`config.mk`:
```
export PLATFORM = sky130hd
export DESIGN_NAME = wb_arbiter_flat
export DESIGN_NICKNAME = d
export VERILOG_FILES = /design/src/rtl/rv_pkg.sv /design/src/rtl/wb_arbiter_if.sv /design/src/rtl/wb_fifo.sv /design/src/rtl/wb_arbiter.sv /design/src/flat_wrapper.sv
export SDC_FILE = /design/constraint.sdc
export NUM_CORES = 1
export LEC_CHECK = 0
export CORE_MARGIN = 5
export CORE_UTILIZATION = 55
export CTS_CLUSTER_SIZE = 25
export DETAILED_ROUTE_END_ITERATION = 6
export PLACE_DENSITY = 0.86
export SLEW_MARGIN = 10
export SYNTH_ARGS = -nofsm -noshare
export SYNTH_HDL_FRONTEND = slang
export SYNTH_SLANG_ARGS = --single-unit
```
`constraint.sdc`:
```
create_clock -name clk -period 8.1 [get_ports clk]
set_input_delay 2.43 -clock clk [delete_from_list [all_inputs] [get_ports clk]]
set_output_delay 2.43 -clock clk [all_outputs]
set_load 0.005 [all_outputs]
```
`src/rtl/rv_pkg.sv`:
```
// rv_pkg: shared widths, writeback request type and x0 constant
package rv_pkg;
  localparam int XLEN = 32;
  localparam int REG_AW = 5;
  typedef struct packed {
    logic [REG_AW-1:0] rd;
    logic [XLEN-1:0]   data;
  } wb_req_t;
  localparam logic [REG_AW-1:0] X0 = '0;
endpackage

```
`src/rtl/wb_arbiter_if.sv`:
```
// wb_arbiter_if: LSU load-return handshake and register file write port
interface wb_arbiter_if;
  logic                      ld_valid;
  logic                      ld_ready;
  logic [rv_pkg::REG_AW-1:0] ld_rd;
  logic [rv_pkg::XLEN-1:0]   ld_data;
  logic                      rd_wren;
  logic [rv_pkg::REG_AW-1:0] rd_addr;
  logic [rv_pkg::XLEN-1:0]   rd_data;
  modport slave  (input ld_valid, ld_rd, ld_data, output ld_ready, rd_wren, rd_addr, rd_data);
  modport master (output ld_valid, ld_rd, ld_data, input ld_ready, rd_wren, rd_addr, rd_data);
endinterface

```
`src/rtl/wb_fifo.sv`:
```
// wb_fifo: synchronous FIFO of writeback requests with count/full/empty
module wb_fifo
  import rv_pkg::*;
#(
  parameter  int DEPTH = 2,
  localparam int PW    = DEPTH > 1 ? $clog2(DEPTH) : 1,
  localparam int CW    = $clog2(DEPTH + 1)
) (
  input  logic          clk,
  input  logic          rst_n,
  input  logic          push,
  input  logic          pop,
  input  wb_req_t       din,
  output wb_req_t       dout,
  output logic [CW-1:0] count,
  output logic          full,
  output logic          empty
);
  localparam logic [PW-1:0] LAST = PW'(DEPTH - 1);
  wb_req_t mem [DEPTH];
  logic [PW-1:0] wp, rp;
  logic do_push, do_pop;
  assign do_push = push && !full;
  assign do_pop  = pop && !empty;
  assign full    = count == CW'(DEPTH);
  assign empty   = count == '0;
  assign dout    = mem[rp];
  always_ff @(posedge clk or negedge rst_n)
    if (!rst_n) begin
      wp    <= '0;
      rp    <= '0;
      count <= '0;
    end else begin
      if (do_push) wp <= wp == LAST ? '0 : wp + 1'b1;
      if (do_pop) rp <= rp == LAST ? '0 : rp + 1'b1;
      count <= count + CW'(do_push) - CW'(do_pop);
    end
  always_ff @(posedge clk)
    if (do_push) mem[wp] <= din;
endmodule

```
`src/rtl/wb_arbiter.sv`:
```
// wb_arbiter: merges ALU results and buffered load returns into the register
// file write port, and tracks pending loads for the decode hazard check
module wb_arbiter
  import rv_pkg::*;
#(
  parameter int NREG     = 32,
  parameter int LD_DEPTH = 2
) (
  input  logic              clk,
  input  logic              rst_n,
  input  logic              alu_valid,
  input  logic [REG_AW-1:0] alu_rd,
  input  logic [XLEN-1:0]   alu_data,
  input  logic              ld_issue,
  input  logic [REG_AW-1:0] ld_issue_rd,
  input  logic [REG_AW-1:0] dec_rs1,
  input  logic [REG_AW-1:0] dec_rs2,
  input  logic [REG_AW-1:0] dec_rd,
  output logic              hazard_o,
  output logic [NREG-1:0]   busy_o,
  output logic              err_o,
  wb_arbiter_if.slave       wb
);
  localparam int CW = $clog2(LD_DEPTH + 1);
  wb_req_t head, sel;
  logic [CW-1:0] count;
  logic full, empty, ld_acc, sel_head, sel_byp, sel_any, ld_wr, bad;
  logic [NREG-1:0] busy_set, busy_clr;
  assign wb.ld_ready = count < CW'(LD_DEPTH);
  assign ld_acc      = wb.ld_valid && wb.ld_ready;
  assign hazard_o    = (dec_rs1 != X0 && busy_o[dec_rs1]) ||
                       (dec_rs2 != X0 && busy_o[dec_rs2]) ||
                       (dec_rd  != X0 && busy_o[dec_rd]);
  always_comb begin
    sel_head = !alu_valid && !empty;
    sel_byp  = !alu_valid && empty && ld_acc;
    sel_any  = alu_valid || sel_head || sel_byp;
    sel      = alu_valid ? wb_req_t'({alu_rd, alu_data}) :
               sel_head  ? head : wb_req_t'({wb.ld_rd, wb.ld_data});
    ld_wr    = (sel_head || sel_byp) && sel.rd != X0;
    busy_clr = ld_wr ? NREG'(1) << sel.rd : '0;
    busy_set = ld_issue && ld_issue_rd != X0 ? NREG'(1) << ld_issue_rd : '0;
    bad      = (alu_valid && busy_o[alu_rd]) ||
               (ld_acc && wb.ld_rd != X0 && !busy_o[wb.ld_rd]) ||
               (wb.ld_valid && full);
  end
  wb_fifo #(.DEPTH(LD_DEPTH)) u_fifo (
    .clk   (clk),
    .rst_n (rst_n),
    .push  (ld_acc && !sel_byp),
    .pop   (sel_head),
    .din   (wb_req_t'({wb.ld_rd, wb.ld_data})),
    .dout  (head),
    .count (count),
    .full  (full),
    .empty (empty)
  );
  // set after clear so a same-edge reissue keeps the register pending
  always_ff @(posedge clk or negedge rst_n)
    if (!rst_n) begin
      wb.rd_wren <= 1'b0;
      wb.rd_addr <= '0;
      wb.rd_data <= '0;
      busy_o     <= '0;
      err_o      <= 1'b0;
    end else begin
      wb.rd_wren <= sel_any && sel.rd != X0;
      if (sel_any) begin
        wb.rd_addr <= sel.rd;
        wb.rd_data <= sel.data;
      end
      busy_o <= ((busy_o & ~busy_clr) | busy_set) & ~NREG'(1);
      if (bad) err_o <= 1'b1;
    end
endmodule

```
`src/flat_wrapper.sv`:
```
// flat-port wrapper written by rule: the top's interface ports become plain ports
module wb_arbiter_flat import rv_pkg::*;
#(
  parameter int NREG     = 32,
  parameter int LD_DEPTH = 2
)
  (clk, rst_n, alu_valid, alu_rd, alu_data, ld_issue, ld_issue_rd, dec_rs1, dec_rs2, dec_rd, hazard_o, busy_o, err_o, wb_ld_valid, wb_ld_rd, wb_ld_data, wb_ld_ready, wb_rd_wren, wb_rd_addr, wb_rd_data);
  wb_arbiter_if wb_i ();
  input  logic clk;
  input  logic rst_n;
  input  logic alu_valid;
  input  logic [REG_AW-1:0] alu_rd;
  input  logic [XLEN-1:0] alu_data;
  input  logic ld_issue;
  input  logic [REG_AW-1:0] ld_issue_rd;
  input  logic [REG_AW-1:0] dec_rs1;
  input  logic [REG_AW-1:0] dec_rs2;
  input  logic [REG_AW-1:0] dec_rd;
  output logic hazard_o;
  output logic [NREG-1:0] busy_o;
  output logic err_o;
  input wire logic [$bits(wb_i.ld_valid)-1:0] wb_ld_valid;
  input wire logic [$bits(wb_i.ld_rd)-1:0] wb_ld_rd;
  input wire logic [$bits(wb_i.ld_data)-1:0] wb_ld_data;
  output wire logic [$bits(wb_i.ld_ready)-1:0] wb_ld_ready;
  output wire logic [$bits(wb_i.rd_wren)-1:0] wb_rd_wren;
  output wire logic [$bits(wb_i.rd_addr)-1:0] wb_rd_addr;
  output wire logic [$bits(wb_i.rd_data)-1:0] wb_rd_data;
  assign wb_i.ld_valid = wb_ld_valid;
  assign wb_i.ld_rd = wb_ld_rd;
  assign wb_i.ld_data = wb_ld_data;
  assign wb_ld_ready = wb_i.ld_ready;
  assign wb_rd_wren = wb_i.rd_wren;
  assign wb_rd_addr = wb_i.rd_addr;
  assign wb_rd_data = wb_i.rd_data;
  wb_arbiter #(.NREG(NREG), .LD_DEPTH(LD_DEPTH)) u_core (.clk(clk), .rst_n(rst_n), .alu_valid(alu_valid), .alu_rd(alu_rd), .alu_data(alu_data), .ld_issue(ld_issue), .ld_issue_rd(ld_issue_rd), .dec_rs1(dec_rs1), .dec_rs2(dec_rs2), .dec_rd(dec_rd), .hazard_o(hazard_o), .busy_o(busy_o), .err_o(err_o), .wb(wb_i));
endmodule
```
==> Yosys cells after proc, flatten, opt, wreduce, memory -nomap -nowiden <==
Memory sizes are Yosys's and may differ from the RTL's.
Index checks and enable logic that the tools add are counted.
{ "totals": {"output_inout_bits": 73, "n_memories": 1, "regBits": 74, "elab_cells": 79, "ramBits": 74} }
{ "op_classes": {"n_lt_le_gt_ge": 6, "eq_ne": 1, "reduce_logical": 36, "bitwise_logic": 3, "n_addsub": 4, "shifts": 2, "muxes": 18} }
{ "mem_list": {"columns": ["memory", "depth", "word_bits", "read_ports", "rd_clocked_by_memory_dff", "write_ports", "line_no", "source"], "rows": [
  ["u_core.u_fifo.mem", 2, 37, 1, 0, 1, "wb_fifo.sv:20", "wb_req_t mem [DEPTH];"]
]} }
{ "op_table": {"columns": ["operator", "n"], "rows": [
  ["37-bit 2-to-1 mux", 2],
  ["32-bit 2-to-1 mux", 2],
  ["1-bit by 5-bit << shifter with 32-bit output (first input constant)", 2],
  ["32-bit AND", 1],
  ["32-bit inverter", 1],
  ["32-bit bitwise OR", 1],
  ["5-bit by 6-bit < comparator with 1-bit output (second input constant)", 5],
  ["5-bit nonzero test", 6],
  ["1-bit binary-select mux with 5-bit select", 5],
  ["1-bit logical AND", 17],
  ["1-bit 2-to-1 mux", 9],
  ["1-bit logical OR", 7],
  ["1-bit logical NOT", 5],
  ["1-bit adder (second input constant)", 2],
  ["2-bit by 1-bit adder with 2-bit output", 1],
  ["2-bit == test (second input constant)", 1],
  ["2-bit logical NOT", 1],
  ["2-bit < comparator (second input constant)", 1],
  ["2-bit by 1-bit subtractor with 2-bit output", 1]
]} }

==> Longest topological paths before layout <==
Gate-level depths: netlist of the first run.
{ "logic_depth": {"depth_word": 11, "mapped_depth": 10} }

==> By module <==
Synthesis of the first run repeated with hierarchy kept, for this count alone.
{ "hier_totals": {"cells_unflattened": 630, "area_unflattened_um2": 7676.1} }
{ "modules_own_cells": {"columns": ["mod", "area_each_um2", "instances", "cells_each"], "rows": [
  ["wb_arbiter", 4725.8, 1, 497],
  ["wb_fifo", 2950.3, 1, 133]
]} }

==> Worst setup path after synthesis of the first run <==
Ideal clock, no wire load.
{ "synth_path": {"path_kind": "input -> output", "from": "input dec_rs1[0]", "to": "output hazard_o", "path_stages": 7, "setup_slack_ps": 1809, "arrival_time_ps": 3861, "cell_sequence": "buf_4 buf_4 mux2i_1 mux4_2 a2111oi_0 nor3_1 nand4_1"} }
{ "synth_via": {"elab_chain_len": 5, "elab_cells_between_ends": 6, "cone_classes": "mux (2); reduce/logical (4)"} }
{ "synth_rtl": {"columns": ["item", "line_no", "source"], "rows": [
  ["start: declaration", "flat_wrapper.sv:16", "input logic [REG_AW-1:0] dec_rs1;"],
  ["1-bit binary-select mux with 5-bit select", "wb_arbiter.sv:31", "assign hazard_o = (dec_rs1 != X0 && busy_o[dec_rs1]) ||"],
  ["1-bit 2-to-1 mux (implied by the code)", "wb_arbiter.sv:31", null],
  ["1-bit logical AND (*)", "wb_arbiter.sv:31", null],
  ["1-bit logical OR (*)", "wb_arbiter.sv:31", null],
  ["1-bit logical OR (*)", "wb_arbiter.sv:32", "(dec_rs2 != X0 && busy_o[dec_rs2]) ||"],
  ["end: declaration", "flat_wrapper.sv:19", "output logic hazard_o;"]
]} }
Every way passes the cells marked *; elsewhere a longest branch is shown, timed or not. The select of a mux whose other input is x is not followed.

==> Worst setup path after layout of the first run <==
Same ends and word-level chain as after synthesis.

==> results of run 1 <==
[worst paths after layout]
kind | from | to | cells past startpoint
max reg2reg | u_core.u_fifo.count[1]$_DFF_PN0_ | u_core.busy_o[14]$_DFF_PN0_ | 6
max in group asynchronous | rst_n | u_core.u_fifo.rp$_DFFE_PN0P_ | 1
max | dec_rs1[0] | hazard_o | 7
min | u_core.wb.rd_data[4]$_DFFE_PN0P_ | u_core.wb.rd_data[4]$_DFFE_PN0P_ | 2
min in group asynchronous | rst_n | u_core.wb.rd_data[9]$_DFFE_PN0P_ | 1
min reg2reg | u_core.wb.rd_data[4]$_DFFE_PN0P_ | u_core.wb.rd_data[4]$_DFFE_PN0P_ | 2
[final cells by class]
type	count	share of cell area, %
inverters	17	0.6323
multi-input cells	461	34.07
flip-flops and latches	148	40.38
well taps	180	2.232
clock buffers	18	4.252
clock inverters	14	1.426
repair buffers	173	17.01
[power by group through the flow]
stage	combinational (mW)	sequential, mW	clock, mW
6_report	1.18	1.35	0.757
5_1_grt	1.28	1.37	0.799
4_1_cts	1.18	1.33	0.761
3_5_place_dp	1.17	1.34	0
3_3_place_gp	1.13	1.33	0
2_1_floorplan	0.724	1.18	0
[sequential cells by signal (all words and copies together), names as in the netlist]
name,flops
u_core.u_fifo.mem,74
u_core.wb.rd_data,32
u_core.busy_o,31
u_core.wb.rd_addr,5
u_core.u_fifo.count,2
u_core.err_o,1
u_core.u_fifo.rp,1
u_core.u_fifo.wp,1
u_core.wb.rd_wren,1
[kinds of logic after synthesis]
logic type,Yosys count
fa+ha+maj,2
simple gates,162
other cells,1
compound gates,202
mux,90
xor+xnor,4
buf+inv,73
flops,148
[metal layers]
metal / part of all wire [%] / vias up / global-route usage [%]
met5: 0 / - / 0
met1: 38 / 3154 / 35.87
met3: 11 / 62 / 7.626
met2: 47 / 432 / 43.51
li1: - / 2908 / -
met4: 4.0 / 0 / 12.35
[layout by cell type (no fill, tap or decap), drive strengths merged, types with 28 or more instances in the layout]
master         synthesis  layout
nand2                 59      59
dfrtp                 74      74
edfxtp                74      74
nor2                  52      52
a211oi                35      35
clkdlybuf4s50          0     168
o21ai                 62      62
mux4                  28      28
mux2i                 55      55
a21oi                 40      40
[stage by stage]
stage	power (mW)	setup WS [ns]	hold slack [ns]	util, %
5_1_grt	3.444	0.3393	0.5205	72.43
2_1_floorplan	1.904	1.809	0.4681	-
6_report	3.280	0.5180	0.4870	72.43
4_1_cts	3.276	0.5561	0.4844	72.40
3_5_place_dp	2.509	0.5551	0.4705	68.29
3_3_place_gp	2.460	0.6202	0.4614	68.29
[tightest hold or removal path, cell delays in order, from the launching register on]
cell and delay (ns):
dfrtp_1 0.34, nand2_1 0.05, o21ai_0 0.06
==> results.md, run 1 <==
- Post-route ant nets: 0
- GPL Wtd Cong: roughly 0.93
- Flop and latch count out of synthesis: about 150
- CP delay by family, top: buffers and inverters
- Critical Path, Cell by Cell: clkdlybuf4s50_1 > mux2i_1 > mux4_2 > a2111oi_0 > nor3_1 > nand4_1 > clkdlybuf4s50_1
- Crit path arrival time: 5.15 ns
- Seq pwr share: 41.0%
- HPWL after DPL: between 15000 and 20000 microns
- Num CTS Buffers: 17
- Worst setup SP type: primary input
- Crit path buf inv count: 2
- CTS tree: yes
- P_leak: 3.737 nW
- Drc violations: 0
- Mapped Cells: 682
- Max cap viols: 0
- Slowest cell on the critical path: clkdlybuf4s50_1
- Syn avg cell area: between 10 and 15 sq um
- Worst-Margin Slew: roughly 1.1 ns
- Comb power frac: 35.9%
- Clock Tree Buf Depth: 2
- Critical setup path kind: in2out
- Hold violation count in the final report: 0
- Synth Cell Area: approximately 7800 sq um
- Sequential share of the synthesized area: between 50% and 60%
- Die area: 16730 sq um
- R2r setup slk: 5.02 ns
- First-pass GRT wire length: between 30000 and 40000 microns
- CTS H-Tree Depth: 4
- Final setup TNS: 0 ns
- Clk root buf: clkbuf_16
- Rel. slew slack: 23.60%
- Storage cell area: around 4100 sq um
- Die width: ~130 microns
- Post-synth cell types: 61
- Cell-internal power: about 2.1 mW
- Fin area: between 10000 and 15000 sq um
- Post-DR vias/cell: 6.485
- Setup crit end kind: output pin
- Iter 0 DRT Violations: ~700
- Fin Clk Skew: around 0.01 ns
- Non-filler cells in the finished layout: ~1000
- Period utilization: a little over nine tenths
- Synth Flop Type: edfxtp_1
- Biggest area consumer among synthesized cells: edfxtp_1
- Layout cells sized above 1: between 10% and 20%
- Area growth syn-to-layout: 28.85%
- Synth Area in XOR/XNOR: less than 1%
- Grt total ovfl: 0
- DIE HEIGHT: about 130 microns
- Fin crit period: 7.582 ns
- Critical Path RT: 5.67 ns
- CP max FO: 15
- DR pass1 iterations: 5
- Core Rows: 43
- Clock sink count: approximately 150
- Yosys top cell area share: ~28%
- Multi-input gate area: 3438 sq um
- Yosys warns: 0
- Starting Density: between 50% and 60%
- Syn nets: between 700 and 800
- Adder-cell area share of the yosys netlist: less than 1%
- Hold Crit Class: reg2reg
- Status: finished clean
- Clock power frac: 23.1%
- Overall routed net length: roughly 23000 microns
- Post-synthesis mux area share: approximately 16%
- Core area: between 10000 and 15000 sq um
- Hold buffers post-CTS: 0
- IO Port Bufs: 170
- I/O Pins: around 170
- Fill cells: 919
- VDD IR-drop max: 0.1863 mV
- Dpl cells: about 980
- Pin count of the biggest net entering global routing: 75
- Post-synth top cells: dfrtp_1 (74), edfxtp_1 (74), nand2_1 (59)
- P_sw: between 1 and 1.5 mW
- Main combinational cell family by area after synthesis: compound AO/OA/AOI/OAI gates
- Critical path's most frequent cell: clkdlybuf4s50_1
- Slowest stage delay, CP: approximately 0.87 ns
- GRT Total Usage: ~28%
- RSZ-0062 raised after global routing: no
- Fmax: around 0.13 GHz
- Wire per inst: about 23 microns
- Post-CTS Setup Inserts: 0
- Final #Nets: about 920
- Vias: ~6600
- Switch share: between 30% and 40%
- Initial antenna violation count: 0
- Post_cts resized: 0
- Vias in the first global route: about 6500
- Area contributors post-synth: edfxtp_1 (28%), dfrtp_1 (24%), mux4_2 (8.1%)
- Final setup viols: 0
- Cell area after placement: approximately 9500 sq um
- Post-synth EDFFs: 74
- Power Dens Cells: about 330 nW/um^2
- Synth Area in Simple Gates: a little under a tenth
- Compound-Gate Fraction of Synth Area: about 17%
- Fin. max-slew vios: 0
- Antenna Cells: 0
- Clock slew at reported path FFs: 0.06 ns
- Worst-Skew Late Latency: between 0.4 and 0.5 ns
- Ys async rst share: 50.00%
Note: power is estimated with default switching activity, not from simulation.
==> run 2, diff against run 1 <==
- CTS_BUF_LIST: not set -> sky130_fd_sc_hd__clkbuf_16
- TNS_END_PERCENT: not set -> 100
==> results.md, run 2 (synthesized netlist as in run 1, its figures left out) <==
- Status: finished clean
- R2r startpoint: u_core.u_fifo.count[1]$_DFF_PN0_
- Worst setup SP type: primary input
- Slowest cell on the critical path: clkdlybuf4s50_1
- Clk root buf: clkbuf_16
- Worst-Skew Late Latency: 0.43 ns
- Hold EP: u_core.wb.rd_data[4]$_DFFE_PN0P_
- Vias in the first global route: 6515
- Die width: 129.3 microns
- Starting Density: a little under three fifths
- Most common cell after layout, fill and taps aside: clkdlybuf4s50_1
- Core Rows: 43
- Clock slew at reported path FFs: around 0.060 ns
- Worst-Margin Slew: 1.146 ns
- Iter 0 DRT Violations: roughly 700
- Antenna Cells: 0
- Fill cells: between 900 and 1000
- Busiest grt layer: met2
- Die area: roughly 17000 sq um
- First-pass GRT wire length: around 35000 microns
- Crit path arrival time: around 5.2 ns
- Num CTS Buffers: 17
- RSZ-0062 raised after global routing: no
- Drc violations: 0
- Largest registers: u_core.u_fifo.mem x74, u_core.wb.rd_data x32, u_core.busy_o x31
- Grt met3 use: approximately 7.6%
- Post-route ant nets: 0
- R2r setup slk: ~5.0 ns
- VDD IR-drop max: roughly 0.19 mV
- Critical Path RT: ~5.7 ns
- R2R depth: 6
- Post-CTS Setup Inserts: 0
- Area growth syn-to-layout: 28.85%
- Max cap viols: 0
- Pin count of the biggest net entering global routing: 75
- Rel. slew slack: a little under a quarter
- Hold violation count in the final report: 0
- Fin. max-slew vios: 0
- Fin util: ~72%
- Dpl cells: ~980
- Initial antenna violation count: 0
- Critical setup path kind: in2out
- Max FFs per register: between 70 and 80
- Worst Hold Launch: u_core.wb.rd_data[4]$_DFFE_PN0P_
- Final setup viols: 0
- Clock Tree Buf Depth: 2
- Hold Crit Class: reg2reg
- Biggest register: u_core.u_fifo.mem
- IO Port Bufs: 170
- Final Hold Slack: about 0.49 ns
- DIE HEIGHT: between 100 and 150 microns
- Fin crit period: 7.582 ns
- Fmax: roughly 0.13 GHz
- Slowest stage delay, CP: 0.87 ns
- HPWL after DPL: 15340 microns
- Critical path's most frequent cell: clkdlybuf4s50_1
- Final setup TNS: 0 ns
- GRT Total Usage: between 20% and 30%
- Power Dens Cells: between 300 and 400 nW/um^2
- Crit path buf inv count: 2
- CP max FO: 15
- Wire per inst: about 23 microns
- Fin Clk Skew: approximately 0.014 ns
- Non-filler cells in the finished layout: a little over 1000
- Period utilization: 93.60%
- Layout cells sized above 1: 10.11%
- Hold depth: 2
- P_leak: around 3.7 nW
- CTS H-Tree Depth: 4
- CP delay by family, top: buffers and inverters
- Critical Path, Cell by Cell: clkdlybuf4s50_1 > mux2i_1 > mux4_2 > a2111oi_0 > nor3_1 > nand4_1 > clkdlybuf4s50_1
- Post-DR vias/cell: 6.465
- Post_cts resized: 0
- I/O Pins: about 170
- CTS tree: yes
- Commonest cells after routing, fill and taps aside: clkdlybuf4s50_1 (168), edfxtp_1 (74), dfrtp_1 (73)
- Overall routed net length: approximately 23000 microns
- Grt total ovfl: 0
- Worst reg2reg endpoint: u_core.busy_o[14]$_DFF_PN0_
- Final #Nets: just over 900
- GR Util met2: approximately 44%
- Hold buffers post-CTS: 0
- Core area: about 14000 sq um
- Clock sink count: 148
- Met1 Resource Use GR: 35.87%
- Setup crit end kind: output pin
- DR pass1 iterations: 5
- Vias: approximately 6500
- GPL Wtd Cong: between 0.9 and 1
run 2: changes by cell type in the layout (fill, tap and decap cells not counted):
cell / delta
clkbuf_1: -1
inv_1: +1
run 2: report_power, final:
part / internal [mW] / total, mW / switching [mW] / leakage, nW
clock: 0.432 / 0.756 / 0.325 / 0.280
combinational: 0.650 / 1.18 / 0.527 / 1.92
sequential: 1.01 / 1.35 / 0.336 / 1.54
total: 2.09 / 3.28 / 1.19 / 3.74
run 2: layout make-up:
type | instances | area, sq um | area share [%]
flip-flops and latches | 148 | 4075 | 40.38
inverters | 17 | 63.81 | 0.6323
clock inverters | 15 | 147.6 | 1.463
clock buffers | 17 | 425.4 | 4.215
well taps | 180 | 225.2 | 2.232
repair buffers | 173 | 1717 | 17.01
multi-input cells | 461 | 3438 | 34.07
run 2: how the worst max path moves through the flow:
stage          startpoint  endpoint  slack (ns)  depth (start not counted)
6_report       dec_rs1[0]  hazard_o        0.52                          7
5_1_grt        dec_rs1[0]  hazard_o        0.34                          7
4_1_cts        dec_rs1[0]  hazard_o        0.56                          7
3_5_place_dp   dec_rs1[0]  hazard_o        0.56                          7
3_3_place_gp   dec_rs1[0]  hazard_o        0.62                          7
2_1_floorplan  dec_rs1[0]  hazard_o        1.81                          7
run 2: worst reg2reg max path: cells and delay by family, from the launching register on:
kind	cells	cell delay, ns
AOI/OAI and AO/OA	2	0.41
buffers and inverters	1	0.57
DFF	1	0.48
and+or+nand+nor	2	1.13
muxes	1	0.37
run 2: routing by layer:
metal	up-vias	routed length [microns]
met5	-	0
met4	0	940
met3	65	2453
met2	422	10670
met1	3143	8849
li1	2906	-
run 2: through the flow:
step	power, mW	setup WS (ns)	cell area, sq um
floorplan	1.904	1.809	7833
global placement	2.460	0.6202	9515
detailed placement	2.509	0.5551	9515
CTS	3.275	0.5561	10090
global route	3.443	0.3393	10090
finish	3.280	0.5180	10090
==> run 3, diff against run 2 <==
- SLEW_MARGIN: 10 -> 15
==> results of run 3 <==
Final layout, timing and power as in run 2 (identical DEF).
